`config.mk`:
```
export PLATFORM = sky130hd
export DESIGN_NAME = am_query_scheduler
export DESIGN_NICKNAME = d
export VERILOG_FILES = /design/src/rtl/am_query_scheduler_pkg.sv /design/src/rtl/am_query_scheduler_rr_arbiter.sv /design/src/rtl/am_query_scheduler.sv
export SDC_FILE = /design/constraint.sdc
export NUM_CORES = 1
export LEC_CHECK = 0
export CAP_MARGIN = 20
export CORE_ASPECT_RATIO = 0.75
export CORE_MARGIN = 2
export CORE_UTILIZATION = 36
export DETAILED_ROUTE_END_ITERATION = 12
export PLACE_DENSITY = 0.86
export RECOVER_POWER = 50
export SETUP_SLACK_MARGIN = 0.4
export SYNTH_ARGS = -nofsm -noshare
export SYNTH_HDL_FRONTEND = slang
export SYNTH_SLANG_ARGS = --single-unit
```
`constraint.sdc`:
```
create_clock -name Clk_CI -period 1.94 [get_ports Clk_CI]
set_input_delay 0.291 -clock Clk_CI [delete_from_list [all_inputs] [get_ports Clk_CI]]
set_output_delay 0.291 -clock Clk_CI [all_outputs]
set_load 0.02 [all_outputs]
```
`src/rtl/am_query_scheduler_pkg.sv`:
```
// Shared widths, scheduler state encoding and the ceilLog2 helper
// for the associative-memory query scheduler.
package am_query_scheduler_pkg;

    localparam int HV_DIMENSION   = 32;
    localparam int LABEL_WIDTH    = 4;
    localparam int DISTANCE_WIDTH = 8;

    typedef enum logic [1:0] {
        SCHED_ARB   = 2'd0,
        SCHED_ISSUE = 2'd1,
        SCHED_WAIT  = 2'd2,
        SCHED_RESP  = 2'd3
    } schedState_t;

    function automatic int ceilLog2(input int n);
        int r;
        r = 1;
        while ((1 << r) < n) begin
            r = r + 1;
        end
        return r;
    endfunction

endpackage

```
`src/rtl/am_query_scheduler_rr_arbiter.sv`:
```
// Combinational round-robin arbiter: first valid request at or above
// the pointer, wrapping modulo NUM_REQ.
module am_query_scheduler_rr_arbiter #(
    parameter int NUM_REQ  = 3,
    parameter int ID_WIDTH = 2
) (
    input  logic [NUM_REQ-1:0]  Req_SI,
    input  logic [ID_WIDTH-1:0] Pointer_DI,
    output logic [NUM_REQ-1:0]  Grant_SO,
    output logic [ID_WIDTH-1:0] GrantId_DO,
    output logic                AnyValid_SO
);

    localparam logic [ID_WIDTH:0] NUM_REQ_W = (ID_WIDTH+1)'(NUM_REQ);

    logic [ID_WIDTH:0]   sum;
    logic [ID_WIDTH-1:0] idx;
    logic                found;

    always_comb begin
        Grant_SO   = '0;
        GrantId_DO = '0;
        found      = 1'b0;
        sum        = '0;
        idx        = '0;
        for (int k = 0; k < NUM_REQ; k++) begin
            sum = {1'b0, Pointer_DI} + (ID_WIDTH+1)'(k);
            if (sum >= NUM_REQ_W) begin
                sum = sum - NUM_REQ_W;
            end
            idx = sum[ID_WIDTH-1:0];
            if (!found && Req_SI[idx]) begin
                found         = 1'b1;
                Grant_SO[idx] = 1'b1;
                GrantId_DO    = idx;
            end
        end
        AnyValid_SO = found;
    end

endmodule

```
`src/rtl/am_query_scheduler.sv`:
```
// Round-robin scheduler sharing one associative memory between requesters.
// Optional AM watchdog: define AM_QUERY_SCHEDULER_TIMEOUT_EN.
module am_query_scheduler
    import am_query_scheduler_pkg::*;
#(
    parameter int NUM_REQ        = 3,
    parameter int ID_WIDTH       = ceilLog2(NUM_REQ),
    parameter int HV_DIM         = HV_DIMENSION,
    parameter int TIMEOUT_CYCLES = 64
) (
    input  logic                        Clk_CI,
    input  logic                        Reset_RBI,
    input  logic [NUM_REQ-1:0]          ReqValid_SI,
    output logic [NUM_REQ-1:0]          ReqReady_SO,
    input  logic [NUM_REQ*HV_DIM-1:0]   ReqHypervector_DI,
    output logic                        AmValid_SO,
    input  logic                        AmReady_SI,
    output logic [HV_DIM-1:0]           AmHypervector_DO,
    input  logic                        AmValid_SI,
    output logic                        AmReady_SO,
    input  logic [LABEL_WIDTH-1:0]      AmLabel_A_DI,
    input  logic [LABEL_WIDTH-1:0]      AmLabel_V_DI,
    input  logic [DISTANCE_WIDTH-1:0]   AmDistance_A_DI,
    input  logic [DISTANCE_WIDTH-1:0]   AmDistance_V_DI,
`ifdef AM_QUERY_SCHEDULER_TIMEOUT_EN
    output logic                        RspTimeout_SO,
`endif
    output logic                        RspValid_SO,
    input  logic                        RspReady_SI,
    output logic [ID_WIDTH-1:0]         RspId_DO,
    output logic [LABEL_WIDTH-1:0]      RspLabel_A_DO,
    output logic [LABEL_WIDTH-1:0]      RspLabel_V_DO,
    output logic [DISTANCE_WIDTH-1:0]   RspDistance_A_DO,
    output logic [DISTANCE_WIDTH-1:0]   RspDistance_V_DO
);

    localparam logic [ID_WIDTH-1:0] LAST_ID = ID_WIDTH'(NUM_REQ - 1);

    schedState_t         state_SP;
    logic [ID_WIDTH-1:0] pointer_DP;
    logic [HV_DIM-1:0]   query_DP;
    logic [NUM_REQ-1:0]  grant;
    logic [ID_WIDTH-1:0] grantId;
    logic                anyValid;
    logic                drain_SP;

`ifdef AM_QUERY_SCHEDULER_TIMEOUT_EN
    localparam int CNT_W = $clog2(TIMEOUT_CYCLES + 1);
    logic [CNT_W-1:0] count_DP;
`endif

    am_query_scheduler_rr_arbiter #(
        .NUM_REQ (NUM_REQ),
        .ID_WIDTH(ID_WIDTH)
    ) i_arb (
        .Req_SI     (ReqValid_SI),
        .Pointer_DI (pointer_DP),
        .Grant_SO   (grant),
        .GrantId_DO (grantId),
        .AnyValid_SO(anyValid)
    );

    // Reset gates the grant so no ready leaks while reset is held.
    assign ReqReady_SO = (state_SP == SCHED_ARB && Reset_RBI) ? grant : '0;
    assign AmValid_SO  = (state_SP == SCHED_ISSUE);
    assign AmReady_SO  = (state_SP == SCHED_WAIT) && !drain_SP;
    assign RspValid_SO = (state_SP == SCHED_RESP);
    assign AmHypervector_DO = query_DP;

    always_ff @(posedge Clk_CI or negedge Reset_RBI) begin
        if (!Reset_RBI) begin
            state_SP         <= SCHED_ARB;
            pointer_DP       <= '0;
            query_DP         <= '0;
            RspId_DO         <= '0;
            RspLabel_A_DO    <= '0;
            RspLabel_V_DO    <= '0;
            RspDistance_A_DO <= '0;
            RspDistance_V_DO <= '0;
            drain_SP         <= 1'b0;
`ifdef AM_QUERY_SCHEDULER_TIMEOUT_EN
            count_DP         <= '0;
            RspTimeout_SO    <= 1'b0;
`endif
        end else begin
            if (drain_SP && !AmValid_SI) begin
                drain_SP <= 1'b0;
            end
            unique case (state_SP)
                SCHED_ARB: begin
                    if (anyValid) begin
                        query_DP <= ReqHypervector_DI[int'(grantId)*HV_DIM +: HV_DIM];
                        RspId_DO <= grantId;
                        state_SP <= SCHED_ISSUE;
                    end
                end
                SCHED_ISSUE: begin
                    if (AmReady_SI) begin
`ifdef AM_QUERY_SCHEDULER_TIMEOUT_EN
                        count_DP <= '0;
`endif
                        state_SP <= SCHED_WAIT;
                    end
                end
                SCHED_WAIT: begin
                    if (AmValid_SI && !drain_SP) begin
                        RspLabel_A_DO    <= AmLabel_A_DI;
                        RspLabel_V_DO    <= AmLabel_V_DI;
                        RspDistance_A_DO <= AmDistance_A_DI;
                        RspDistance_V_DO <= AmDistance_V_DI;
`ifdef AM_QUERY_SCHEDULER_TIMEOUT_EN
                        RspTimeout_SO    <= 1'b0;
`endif
                        state_SP <= SCHED_RESP;
                    end
`ifdef AM_QUERY_SCHEDULER_TIMEOUT_EN
                    else if (count_DP == CNT_W'(TIMEOUT_CYCLES)) begin
                        RspLabel_A_DO    <= '0;
                        RspLabel_V_DO    <= '0;
                        RspDistance_A_DO <= '0;
                        RspDistance_V_DO <= '0;
                        RspTimeout_SO    <= 1'b1;
                        drain_SP         <= 1'b1;
                        state_SP         <= SCHED_RESP;
                    end else begin
                        count_DP <= count_DP + 1'b1;
                    end
`endif
                end
                SCHED_RESP: begin
                    if (RspReady_SI) begin
                        pointer_DP <= (RspId_DO == LAST_ID) ? '0 : RspId_DO + 1'b1;
                        state_SP   <= SCHED_ARB;
                    end
                end
                default: state_SP <= SCHED_ARB;
            endcase
        end
    end

endmodule

```
==> results of run 1 <==
## layout make-up
type	instances	area (um2)
Fill cell	689	2819
Multi-Input combinational cell	221	2158
Clock buffer	11	242.7
Timing Repair Buffer	255	2561
Sequential cell	62	1551
Tap cell	132	165.2
Clock inverter	4	95.09
Inverter	7	26.28
## metrics by stage
step / instances / utilization [%]
4_1_cts: 690 / 69.24
3_5_place_dp: 656 / 61.24
5_1_grt: 692 / 70.69
6_report: 692 / 70.69
3_3_place_gp: 656 / 61.24
2_1_floorplan: 312 / -
## cells in the mapped netlist, types with 5 or more instances
library cell and number:
mux2_2 25, nor2_1 5, o211ai_2 29, mux2i_1 35
nor2b_1 5, inv_1 7, clkbuf_1 9, ha_1 8
buf_6 6, nand2_1 39, nand3_1 32, dfrtp_1 62
## power breakdown
group | switching, uW | internal (uW)
Combinational | 3560 | 3540
Clock | 554 | 1280
Sequential | 353 | 1950
## worst max path at each step
stage                                    from                               end  slack [ns]  cells after the start
finish              pointer_DP[0]$_DFFE_PN0P_  AmHypervector_DO[16]$_DFFE_PN0P_       -0.47                     12
CTS                 pointer_DP[0]$_DFFE_PN0P_                    ReqReady_SO[0]       -0.41                      9
global placement               ReqValid_SI[0]                    ReqReady_SO[2]       -0.52                      7
global route        pointer_DP[1]$_DFFE_PN0P_  AmHypervector_DO[16]$_DFFE_PN0P_       -0.52                     12
floorplan           pointer_DP[0]$_DFFE_PN0P_  AmHypervector_DO[10]$_DFFE_PN0P_       -0.16                     10
detailed placement  pointer_DP[1]$_DFFE_PN0P_                    ReqReady_SO[0]       -0.59                      9
## repair_timing
item	in CTS	in global routing
pin swaps	38	7
gates resized for setup	150	23
setup buffers	14	2
setup endpoints to repair	100	40
cloned	5	0
## state kept, by name (all words and copies together), names as in the netlist
name	count
AmHypervector_DO	32
state_SP	2
RspLabel_A_DO	4
pointer_DP	2
RspId_DO	2
RspLabel_V_DO	4
RspDistance_A_DO	8
RspDistance_V_DO	8
## kinds of logic (layout without fill, tap and decap cells)
kind of cell | count (synthesis) | in the layout | share of synthesized area (%)
buf+inv | 29 | 277 | 5.167
fa+ha+maj | 8 | 8 | 2.812
mux | 62 | 62 | 18.52
flops | 62 | 62 | 43.59
compound gates | 57 | 57 | 17.40
simple gates | 94 | 94 | 12.51
## critical path: cells and delay by family, from the launching register on
kind | cells | cell delay (ns)
buffers and inverters | 6 | 0.75
multiplexers | 2 | 0.52
AO/OA/AOI/OAI | 3 | 0.47
flip-flops | 1 | 0.40
adder cells (fa/ha/maj) | 1 | 0.15
## routing by layer
layer,global-route usage [%],vias up,routed length (um)
li1,-,1633,-
met1,27.77,1760,5188
met2,42.10,176,6365
met3,9.010,18,1120
met4,5.655,0,137
met5,0,-,0
==> impl_metrics.yaml, run 1 <==
clocking:
  cts_tree: "built"
  cts_buffer_depth: 2
  path_clk_slew_ns: 0.06
  clock_latency_ns: 0.32
  cts-htree-levels: 3
  cts_sinks: 62
  root_buffer: "clkbuf_16"
  hold_buffers: 0
  cts_made_buffers: 9
min_path:
  hp-class: "in2async"
placed_design:
  hpwl_um: 8633
  postPlaceCellArea_um2: 5891
  place_ws_ns: -0.5865
  place.port_buffers: 191
  routabilityCongestion: 0.9695
detailed_routing:
  vias: 3587
  route.final.wire_length_um: 12810
  post-route-drc-count: 0
  initialDrtViolationCount: 167
  viasPerCell: 5.184
  wl_per_cell_um: 18.51
  ant_nets: 0
  dr.pass1.iters: 5
sta:
  worst_hold_slack_ns: 0.4755
  finClkSkew_ns: 0.007185
  fin_ws_ns: -0.4720
  relSlewSlack_pct: -5.764
  finalHoldViolations: 0
  report.final.setup_viol: 39
  maxSlewViolCount: 63
  tns_ns: -14.72
  final.min_clock_period_ns: 2.412
  tightest_slew_ns: 1.586
  finalCritPeriodShare_pct: 124.3
  fmax_mhz: 414.6
  rsz0062_at_grt: "yes"
critical_path:
  arrival_ns: 2.61
  rrSetupSlack_ns: -0.47
  crit_type: "reg2reg"
  critPathMaxStageDelay_ns: 0.40
  path_max_fanout: 5
  required_ns: 2.14
  worst-r2r-cell-count: 12
  regToRegStartpoint: "pointer_DP[0]$_DFFE_PN0P_"
  crit_slowest_cell: "dfrtp_1"
  startpoint_type: "flip-flop"
  crit_top_cell: "buf_6"
  end_kind: "flip-flop"
  r2r_end: "AmHypervector_DO[16]$_DFFE_PN0P_"
  path_cells: "buf_6, ha_4, buf_6, mux2i_4, buf_6, o211ai_1, o21bai_4, buf_6, buf_12, buf_16, mux2i_2, o211ai_2"
yosys:
  syn_nets: 448
  synth_edf_count: 0
  yosysSeqAreaShare_pct: 43.59
  synthTopCellsByArea: "dfrtp_1 (44%), o211ai_2 (10%), mux2i_1 (9.8%)"
  ys.flop_type: "dfrtp_1"
  synth_top_cell_area_share_pct: 43.59
  async_flop_share_pct: 100.0
  yosysWarnings: 0
  yosysTopAreaCell: "dfrtp_1"
  yosysUniqueCellTypes: 42
  netlist_instances: 312
  syn_area_um2: 3560
  ys_ff_latch: 62
  syn_avg_cell_area_um2: 11.41
layout:
  diodes: 0
  stdcell_area_um2: 6800
  syn_to_final_growth_pct: 91.04
  drive_gt1_share_pct: 34.11
  final_common_cell: "clkdlybuf4s50_1"
  final_cell_mix: "clkdlybuf4s50_1 (126), dfrtp_1 (62), dlygate4sd2_1 (58)"
  fin_nets: 692
status:
  outcome: "finished, violations left"
  violations: "capacitance limit, slew limit, setup timing"
global_route:
  grt-ovfl-total: 0
  grt_pass1_wl_um: 20450
  grt_usage_pct: 24.00
  antenna_found_initial: 0
  grt_start_max_net_pins: 63
  first_global_vias: 3968
die:
  floorplan.initialDensity_pct: 37.01
  ios: 192
  die_height_um: 90.12
  die_area_um2: 10710
  dieWidth_um: 118.8
  rows: 31
  coreArea_um2: 9619
pwr:
  power_uw: 11240
  ir_drop_mv: 0.9628
  power_density_nw_per_um2: 1652
  leakage_uw: 0.002989
run:
  cap_violations: 1
No activity file was read; power rests on OpenSTA's default activity.
==> inputs of run 2 (changes only) <==
- CELL_PAD_IN_SITES_DETAIL_PLACEMENT: not set -> 1
- CELL_PAD_IN_SITES_GLOBAL_PLACEMENT: not set -> 2
- CORE_UTILIZATION: 36 -> 21
- CTS_CLUSTER_DIAMETER: not set -> 200
==> run 2 against run 1 <==
Net effect: the flow still finishes with violations (capacitance limit, slew limit, setup timing); largest cell class unchanged; critical path type unchanged; hold slack improved by 0.0073 ns; setup slack got worse by 0.0052 ns; critical endpoint is now AmHypervector_DO[29]$_DFFE_PN0P_; via count increased by 0.84%.
==> impl_metrics.yaml, run 2 (synthesis results as in run 1) <==
sta:
  finalHoldViolations: 0
  relSlewSlack_pct: -13.51
  maxSlewViolCount: 63
  report.final.setup_viol: 39
  finClkSkew_ns: 0.006170
  tightest_slew_ns: 1.703
  final.min_clock_period_ns: 2.417
  fin_ws_ns: -0.4772
  rsz0062_at_grt: "yes"
  finalCritPeriodShare_pct: 124.6
  fmax_mhz: 413.7
global_route:
  grt_pass1_wl_um: 22330
  grt_start_max_net_pins: 63
  grt_usage_pct: 16.29
  first_global_vias: 4036
  grt-ovfl-total: 0
  antenna_found_initial: 1
placed_design:
  routabilityCongestion: 0.8495
  hpwl_um: 10240
  dp_cells: 739
  place.port_buffers: 191
  place_ws_ns: -0.6018
critical_path:
  r2r_end: "AmHypervector_DO[29]$_DFFE_PN0P_"
  crit_end: "AmHypervector_DO[29]$_DFFE_PN0P_"
  rrSetupSlack_ns: -0.48
  cp-startpoint: "pointer_DP[0]$_DFFE_PN0P_"
  startpoint_type: "flip-flop"
  path_max_fanout: 6
  worst-r2r-cell-count: 12
  crit_type: "reg2reg"
  arrival_ns: 2.63
  required_ns: 2.15
  end_kind: "flip-flop"
  regToRegStartpoint: "pointer_DP[0]$_DFFE_PN0P_"
pwr:
  power_uw: 12000
  ir_drop_mv: 0.6484
  clock_power_share_pct: 12.8
  switching_share_pct: 41.45
  power_density_nw_per_um2: 1634
  p_int_uw: 7028
  p_switching_uw: 4975
  pwr-share-seq_pct: 19.5
  leakage_uw: 0.003197
  combPwrFrac_pct: 67.7
clocking:
  cts_made_buffers: 9
  cts_tree: "built"
  root_buffer: "clkbuf_16"
  clock_latency_ns: 0.34
  hold_buffers: 0
  path_clk_slew_ns: 0.06
  cts-htree-levels: 3
  cts_sinks: 62
  cts_buffer_depth: 2
die:
  coreArea_um2: 16720
  dieWidth_um: 154.3
  rows: 41
  die_area_um2: 18020
  die_height_um: 116.8
  floorplan.initialDensity_pct: 21.29
  ios: 192
detailed_routing:
  post-route-drc-count: 0
  route.final.wire_length_um: 15770
  viasPerCell: 4.567
  vias: 3617
  ant_nets: 0
  dr.pass1.iters: 5
  wl_per_cell_um: 19.91
  initialDrtViolationCount: 49
layout:
  drive_gt1_share_pct: 38.54
  syn_to_final_growth_pct: 106.4
  largest_register_ff_count: 32
  fin_nets: 707
  final_cell_mix: "clkdlybuf4s50_1 (126), dfrtp_1 (61), dlygate4sd2_1 (58)"
  finalNonFillerCells: 792
  final_common_cell: "clkdlybuf4s50_1"
min_path:
  hp-class: "reg2reg"
status:
  outcome: "finished, violations left"
  violations: "capacitance limit, slew limit, setup timing"
run:
  cap_violations: 1
==> run 2: cell types whose count changed in the layout (fill, tap and decap cells not counted), sizes merged <==
cell	delta
buf	+10
bufinv	-3
clkbuf	+3
clkinvlp	+3
diode	+1
inv	+3
==> run 2: how the worst min path moves through the flow <==
stage                                      from                          endpoint  slack, ns  cells after the start
2_1_floorplan                         Reset_RBI   AmHypervector_DO[0]$_DFFE_PN0P_     -0.005                      0
3_3_place_gp    AmHypervector_DO[7]$_DFFE_PN0P_   AmHypervector_DO[7]$_DFFE_PN0P_       0.47                      2
3_5_place_dp   AmHypervector_DO[23]$_DFFE_PN0P_  AmHypervector_DO[23]$_DFFE_PN0P_       0.47                      2
4_1_cts                               Reset_RBI   AmHypervector_DO[1]$_DFFE_PN0P_       0.26                      2
5_1_grt         AmHypervector_DO[6]$_DFFE_PN0P_   AmHypervector_DO[6]$_DFFE_PN0P_       0.51                      2
6_report        AmHypervector_DO[6]$_DFFE_PN0P_   AmHypervector_DO[6]$_DFFE_PN0P_       0.48                      2
==> run 2: per-layer routing <==
layer / share of wire, % / track usage (%)
met5: 0 / 0
met3: 7.2 / 6.011
met4: 1.5 / 4.691
met2: 50 / 28.67
met1: 42 / 18.84
==> run 2: power groups by stage <==
stage | clock network, uW | logic (uW) | registers [uW]
6_report | 1540 | 8130 | 2330
4_1_cts | 1610 | 6940 | 2310
5_1_grt | 1670 | 8630 | 2420
2_1_floorplan | 0 | 2860 | 3020
3_3_place_gp | 0 | 6070 | 2300
3_5_place_dp | 0 | 6240 | 2340
==> run 2: final cells by class <==
type | instances | area [um2]
fill | 1755 | 9376
timing repair buffer | 270 | 2810
multi-input combinational | 221 | 2404
sequential | 62 | 1553
tap | 215 | 269.0
clock buffer | 9 | 225.2
clock inverter | 7 | 57.56
inverter | 7 | 26.28
antenna | 1 | 2.502
==> run 2: worst max-delay path, stage by stage (launching register included) <==
cell and delay, ns:
dfrtp_1 0.42, buf_6 0.13, ha_4 0.16, buf_6 0.12, mux2i_4 0.24, buf_6 0.14, o211ai_1 0.13, o21bai_4 0.21
buf_12 0.16, buf_6 0.10, buf_12 0.15, mux2i_4 0.24, o211ai_2 0.09
==> run 2: timing repair <==
action	in CTS	in global routing
pin swaps	13	24
setup endpoints to repair	124	45
buffers inserted	18	8
gates resized for setup	156	76
cloned	3	7
==> run 2: through the flow <==
step                      hold WS (ns)  cell area [um2]  util (%)  setup TNS (ns)
after floorplan              -0.004591             3627         -          -5.110
after global placement          0.4697             5996     35.85          -14.86
after detailed placement        0.4732             5996     35.85          -16.86
after CTS                       0.2561             6728     40.23          -12.03
after global routing            0.5079             7345     43.92          -18.85
final                           0.4828             7347     43.93          -15.87
